### src/rtl/sti_rx.sv
// sti_rx: serial receiver for the STI stream.
//
// A frame is a contiguous run of si_valid=1 cycles. Each bit lands in a
// 32-bit buffer at a position given by the frame length and bit order.
// When si_valid drops, the receiver strips fill/padding, registers the
// recovered 16-bit word with its error flags, and pulses po_valid for
// one cycle.
//
// Ports:
//   clk         rising-edge clock
//   reset       synchronous, active-high
//   cfg_length  frame length: 0=8, 1=16, 2=24, 3=32 bits
//   cfg_fill    24/32-bit frames: 1=payload in upper 16 bits, 0=lower
//   cfg_msb     1=buffer MSB sent first, 0=LSB first
//   cfg_low     8-bit frames: 1=byte goes to po_data[15:8], 0=[7:0]
//   si_data     serial data bit, sampled when si_valid=1
//   si_valid    bit qualifier; the 1->0 transition ends a frame
//   po_data     recovered word
//   po_valid    one-cycle pulse qualifying po_data/len_err/pad_err
//   len_err     received bit count differed from the expected count
//   pad_err     nonzero padding bit in a 24/32-bit frame
//   frame_cnt   completed frame count, wraps 255->0
//
// Handshake: there is no backpressure. Each si_valid=1 cycle delivers one
// bit; po_valid is asserted for exactly one cycle per completed frame and
// po_data/len_err/pad_err are meaningful only in that cycle.

module sti_rx (
    input  logic        clk,
    input  logic        reset,
    input  logic [1:0]  cfg_length,
    input  logic        cfg_fill,
    input  logic        cfg_msb,
    input  logic        cfg_low,
    input  logic        si_data,
    input  logic        si_valid,
    output logic [15:0] po_data,
    output logic        po_valid,
    output logic        len_err,
    output logic        pad_err,
    output logic [7:0]  frame_cnt
);

    typedef enum logic {IDLE, RECV} state_t;

    state_t      state_q, state_d;
    logic [5:0]  cnt_q, cnt_d;
    logic [31:0] buf_q, buf_d;
    logic [1:0]  len_q, len_d;
    logic        fill_q, fill_d;
    logic        msb_q, msb_d;
    logic        low_q, low_d;
    logic [15:0] po_data_q, po_data_d;
    logic        po_valid_q, po_valid_d;
    logic        len_err_q, len_err_d;
    logic        pad_err_q, pad_err_d;
    logic [7:0]  frame_cnt_q, frame_cnt_d;

    logic [5:0]  e_cur;
    logic [4:0]  idx;
    logic [15:0] word;
    logic        pad;

    // Expected bit count for a length code: 8, 16, 24 or 32.
    function automatic logic [5:0] exp_len(input logic [1:0] l);
        return {1'b0, l, 3'b000} + 6'd8;
    endfunction

    assign e_cur = exp_len(len_q);

    // Payload extraction and padding check from the latched configuration.
    always_comb begin
        word = 16'h0000;
        pad  = 1'b0;
        case (len_q)
            2'd0: word = low_q ? {buf_q[7:0], 8'h00} : {8'h00, buf_q[7:0]};
            2'd1: word = buf_q[15:0];
            2'd2: begin
                if (fill_q) begin
                    word = buf_q[23:8];
                    pad  = |buf_q[7:0];
                end else begin
                    word = buf_q[15:0];
                    pad  = |buf_q[23:16];
                end
            end
            default: begin
                if (fill_q) begin
                    word = buf_q[31:16];
                    pad  = |buf_q[15:0];
                end else begin
                    word = buf_q[15:0];
                    pad  = |buf_q[31:16];
                end
            end
        endcase
    end

    always_comb begin
        state_d     = state_q;
        cnt_d       = cnt_q;
        buf_d       = buf_q;
        len_d       = len_q;
        fill_d      = fill_q;
        msb_d       = msb_q;
        low_d       = low_q;
        po_data_d   = po_data_q;
        po_valid_d  = 1'b0;
        len_err_d   = len_err_q;
        pad_err_d   = pad_err_q;
        frame_cnt_d = frame_cnt_q;
        idx         = 5'd0;

        case (state_q)
            IDLE: begin
                if (si_valid) begin
                    // Configuration is captured only on the first bit.
                    len_d  = cfg_length;
                    fill_d = cfg_fill;
                    msb_d  = cfg_msb;
                    low_d  = cfg_low;
                    idx    = cfg_msb ? 5'(exp_len(cfg_length) - 6'd1) : 5'd0;
                    buf_d  = 32'h0000_0000;
                    buf_d[idx] = si_data;
                    cnt_d  = 6'd1;
                    state_d = RECV;
                end
            end
            default: begin
                if (si_valid) begin
                    if (cnt_q < e_cur) begin
                        idx = msb_q ? 5'(e_cur - 6'd1 - cnt_q) : 5'(cnt_q);
                        buf_d[idx] = si_data;
                    end
                    // Saturate so overlong frames still report len_err.
                    cnt_d = (cnt_q == 6'd33) ? 6'd33 : cnt_q + 6'd1;
                end else begin
                    po_data_d   = word;
                    pad_err_d   = pad;
                    len_err_d   = (cnt_q != e_cur);
                    po_valid_d  = 1'b1;
                    frame_cnt_d = frame_cnt_q + 8'd1;
                    cnt_d       = 6'd0;
                    state_d     = IDLE;
                end
            end
        endcase
    end

    always_ff @(posedge clk) begin
        if (reset) begin
            state_q     <= IDLE;
            cnt_q       <= 6'd0;
            buf_q       <= 32'h0000_0000;
            len_q       <= 2'd0;
            fill_q      <= 1'b0;
            msb_q       <= 1'b0;
            low_q       <= 1'b0;
            po_data_q   <= 16'h0000;
            po_valid_q  <= 1'b0;
            len_err_q   <= 1'b0;
            pad_err_q   <= 1'b0;
            frame_cnt_q <= 8'd0;
        end else begin
            state_q     <= state_d;
            cnt_q       <= cnt_d;
            buf_q       <= buf_d;
            len_q       <= len_d;
            fill_q      <= fill_d;
            msb_q       <= msb_d;
            low_q       <= low_d;
            po_data_q   <= po_data_d;
            po_valid_q  <= po_valid_d;
            len_err_q   <= len_err_d;
            pad_err_q   <= pad_err_d;
            frame_cnt_q <= frame_cnt_d;
        end
    end

    assign po_data   = po_data_q;
    assign po_valid  = po_valid_q;
    assign len_err   = len_err_q;
    assign pad_err   = pad_err_q;
    assign frame_cnt = frame_cnt_q;

endmodule

### config.mk
export PLATFORM = sky130hd
export DESIGN_NAME = sti_rx
export DESIGN_NICKNAME = d
export VERILOG_FILES = /design/src/rtl/sti_rx.sv
export SDC_FILE = /design/constraint.sdc
export NUM_CORES = 1
export LEC_CHECK = 0
export BUFFER_PORTS_ARGS = -buffer_cell sky130_fd_sc_hd__buf_2
export CORE_ASPECT_RATIO = 1.2
export CORE_MARGIN = 4
export CORE_UTILIZATION = 25
export DETAILED_ROUTE_END_ITERATION = 7
export SLEW_MARGIN = 0
export SYNTH_ARGS = -nofsm -noshare
export SYNTH_HDL_FRONTEND = slang
export SYNTH_SLANG_ARGS = --single-unit
### constraint.sdc
create_clock -name clk -period 2.4 [get_ports clk]
set_input_delay 0.48 -clock clk [delete_from_list [all_inputs] [get_ports clk]]
set_output_delay 0.48 -clock clk [all_outputs]
set_load 0.02 [all_outputs]
==> flow_metrics.env <==
export IMPL_overflow=0
export IMPL_slowest_stage="dfxtp_1"
export IMPL_drt_wl_total_um=11900
export IMPL_drc=0
export IMPL_drt_initial_drc_count=262
export IMPL_path_class="flip-flop to flip-flop"
export IMPL_syn_inst=490
export IMPL_synth_warnings=0
export IMPL_syn_area_um2=4120
export IMPL_leakagePower_nw=1.85
export IMPL_end_kind="flip-flop"
export IMPL_cellPowerDensity_nw_per_um2=592
export IMPL_wl_per_cell_um=16.2
export IMPL_coreArea_um2=16200
export IMPL_hp_class="input pin to flip-flop"
export IMPL_status="completed"
export IMPL_root_buffer="clkbuf_16"
export IMPL_ant_nets=0
export IMPL_start_util_pct=25.4
export IMPL_place_congestion=0.818
export IMPL_via_per_inst=5.17
export IMPL_synthFlopType="dfxtp_1"
export IMPL_clk_pin_slew_ns=0.05
export IMPL_die_h_um=149
export IMPL_grt_pass1_vias=3569
export IMPL_tritoncts="done"
export IMPL_critPathLaunchType="flip-flop"
export IMPL_cts_buffer_depth=2
export IMPL_dieArea_um2=18600
export IMPL_vias=3802
export IMPL_finalHoldViolations=0
export IMPL_syn_area_per_cell_um2=8.42
export IMPL_clock_skew_ns=0.00816
export IMPL_fin_nets=539
export IMPL_syn2layout_area_growth_pct=19.7
export IMPL_slew_headroom_pct=51.4
export IMPL_portBuffers=35
export IMPL_synth_edf_count=0
export IMPL_max_stage_delay_ns=0.32
export IMPL_grt_pass1_wl_um=19800
export IMPL_slew_viol_final=0
export IMPL_timing_fmax_mhz=442
export IMPL_setup_viol=0
export IMPL_grt_max_degree=37
export IMPL_crit_chain="inv_1 > ha_1 > inv_1 > ha_1 > nand2b_1 > and3_2 > buf_4 > nor4_1 > mux2i_1"
export IMPL_die_w_um=125
export IMPL_worst_ep_required_time_ns=2.66
export IMPL_ios=36
export IMPL_drive_above_1_share_pct=20.2
export IMPL_place_inst=720
export IMPL_antenna_diode_count=0
export IMPL_hold_ws_ns=0.389
export IMPL_clk_latency_ns=0.33
export IMPL_ys_ff_latch=71
export IMPL_fin_cells=736
export IMPL_numCtsBuffers=9
export IMPL_holdBufCountCts=0
export IMPL_timing_final_crit_share_pct=94.4
export IMPL_dpl_hpwl_um=8250
export IMPL_ir_drop_mv=0.351
export IMPL_antenna_found_initial=0
export IMPL_num_rows=51
export IMPL_synth_seq_area_share_pct=34.5
export IMPL_post_route_min_period_ns=2.26
export IMPL_drt_pass1_iter_count=5
export IMPL_critPathMaxFanout=11
export IMPL_cts_sinks=71
export IMPL_synth_nets=510
export IMPL_yosysUniqueCellTypes=56
export IMPL_setup_tns_ns=0
export IMPL_cts_max_level=3
export IMPL_crit_arrival_ns=2.52
export IMPL_max_cap_viol_count=0
export IMPL_max_slew_worst_pin_slew_ns=0.721
export IMPL_async_flop_share_pct=0
export IMPL_track_usage_pct=13.1
export IMPL_rsz0062_at_grt="no"
## layout by cell type, fill, tap and decap left out, types with 18 or more instances in the layout
| cell type | count |
|---|---|
| a21oi_1 | 33 |
| buf_2 | 35 |
| buf_4 | 20 |
| dfxtp_1 | 71 |
| mux2_2 | 18 |
| mux2i_1 | 37 |
| nand2_1 | 67 |
| nor2_1 | 28 |
| nor4_1 | 28 |
| o21ai_0 | 28 |
## worst paths after layout
path                              to  cells past startpoint  slack [ns]                    start
max           buf_q[25]$_SDFFE_PP0P_                      9        0.14    len_q[1]$_SDFFE_PP0P_
min              fill_q$_SDFFE_PP0P_                      3        0.39                 cfg_fill
min reg2reg  po_data[8]$_SDFFE_PP0P_                      2        0.45  po_data[8]$_SDFFE_PP0P_
max reg2reg   buf_q[25]$_SDFFE_PP0P_                      9        0.14    len_q[1]$_SDFFE_PP0P_
## through the flow
stage	instance area [um2]	utilization (%)	setup WS, ns	power (mW)
after CTS	4910	30.3	0.0768	2.94
final	4940	30.5	0.136	2.92
after global placement	4590	28.3	0.121	1.55
after global routing	4940	30.5	0.00171	3.03
after detailed placement	4590	28.3	0.104	1.55
after floorplan	4120	-	0.219	1.44
## cells in the mapped netlist (all sizes together), types with 5 or more instances
| master | count | area share [%] |
|---|---|---|
| buf | 18 | 2.5 |
| nand4 | 6 | 0.91 |
| a222oi | 5 | 1.2 |
| a22oi | 5 | 0.91 |
| ha | 11 | 3.3 |
| nor2b | 7 | 1.1 |
| a31oi | 5 | 0.91 |
| clkbuf | 22 | 2.0 |
| nor3b | 5 | 1.2 |
| nand2b | 7 | 1.1 |
| and3 | 5 | 0.76 |
| o41ai | 5 | 1.4 |
| nor2 | 28 | 2.5 |
| dfxtp | 71 | 34 |
| inv | 13 | 1.2 |
| a21o | 8 | 1.5 |
| mux2i | 37 | 9.0 |
| a221o | 5 | 1.2 |
| mux2 | 18 | 4.9 |
| nor3 | 10 | 1.2 |
| nand2 | 67 | 6.1 |
| o21ai | 29 | 3.5 |
| nor4b | 6 | 1.6 |
| a21oi | 34 | 4.1 |
| nor4 | 29 | 4.4 |
## critical path, delay by kind of cell (launching register included)
kind	cells	cell delay, ns
fa+ha+maj	2	0.56
buf+inv	3	0.27
flops	1	0.32
mux	1	0.21
simple gates	3	0.82
## kinds of logic after synthesis
family / synth area share, %
and+or+nand+nor: 23.1
AOI/OAI and AO/OA: 18.3
DFF: 34.5
muxes: 13.9
buffers and inverters: 5.64
adders and majority gates: 3.34
xor gates and xnor gates: 1.27
## repair_timing
item / CTS / global route
buffers inserted: 0 / 0
resized for setup: 0 / 5
endpoints found under the setup margin: 0 / 8
## layout make-up
cell class                 instances  area [um2]
multi-input combinational        366        2500
timing repair buffer              58         385
tap                              212         265
sequential                        71        1420
clock inverter                     2        37.5
inverter                          13        48.8
clock buffer                      14         274
fill                            1745       11300
## sequential cells by signal (all words and copies together) (netlist names)
signal,count
buf_q,32
po_data,16
frame_cnt,8
cnt_q,6
len_q,2
fill_q,1
len_err,1
low_q,1
msb_q,1
pad_err,1
po_valid,1
state_q,1
## power breakdown
part / internal, mW / switching [mW] / leakage (nW)
logic: 0.110 / 0.195 / 1.12
registers: 1.20 / 0.0267 / 0.575
clock network: 0.891 / 0.499 / 0.149
## routing by layer
layer	part of all wire, %	vias up	GRT usage, %
met5	0	-	0
met4	1.7	0	4.18
met3	4.7	14	2.26
met1	45	1816	17.0
li1	-	1861	-
met2	49	111	22.2
(Power assumes the default switching activity.)
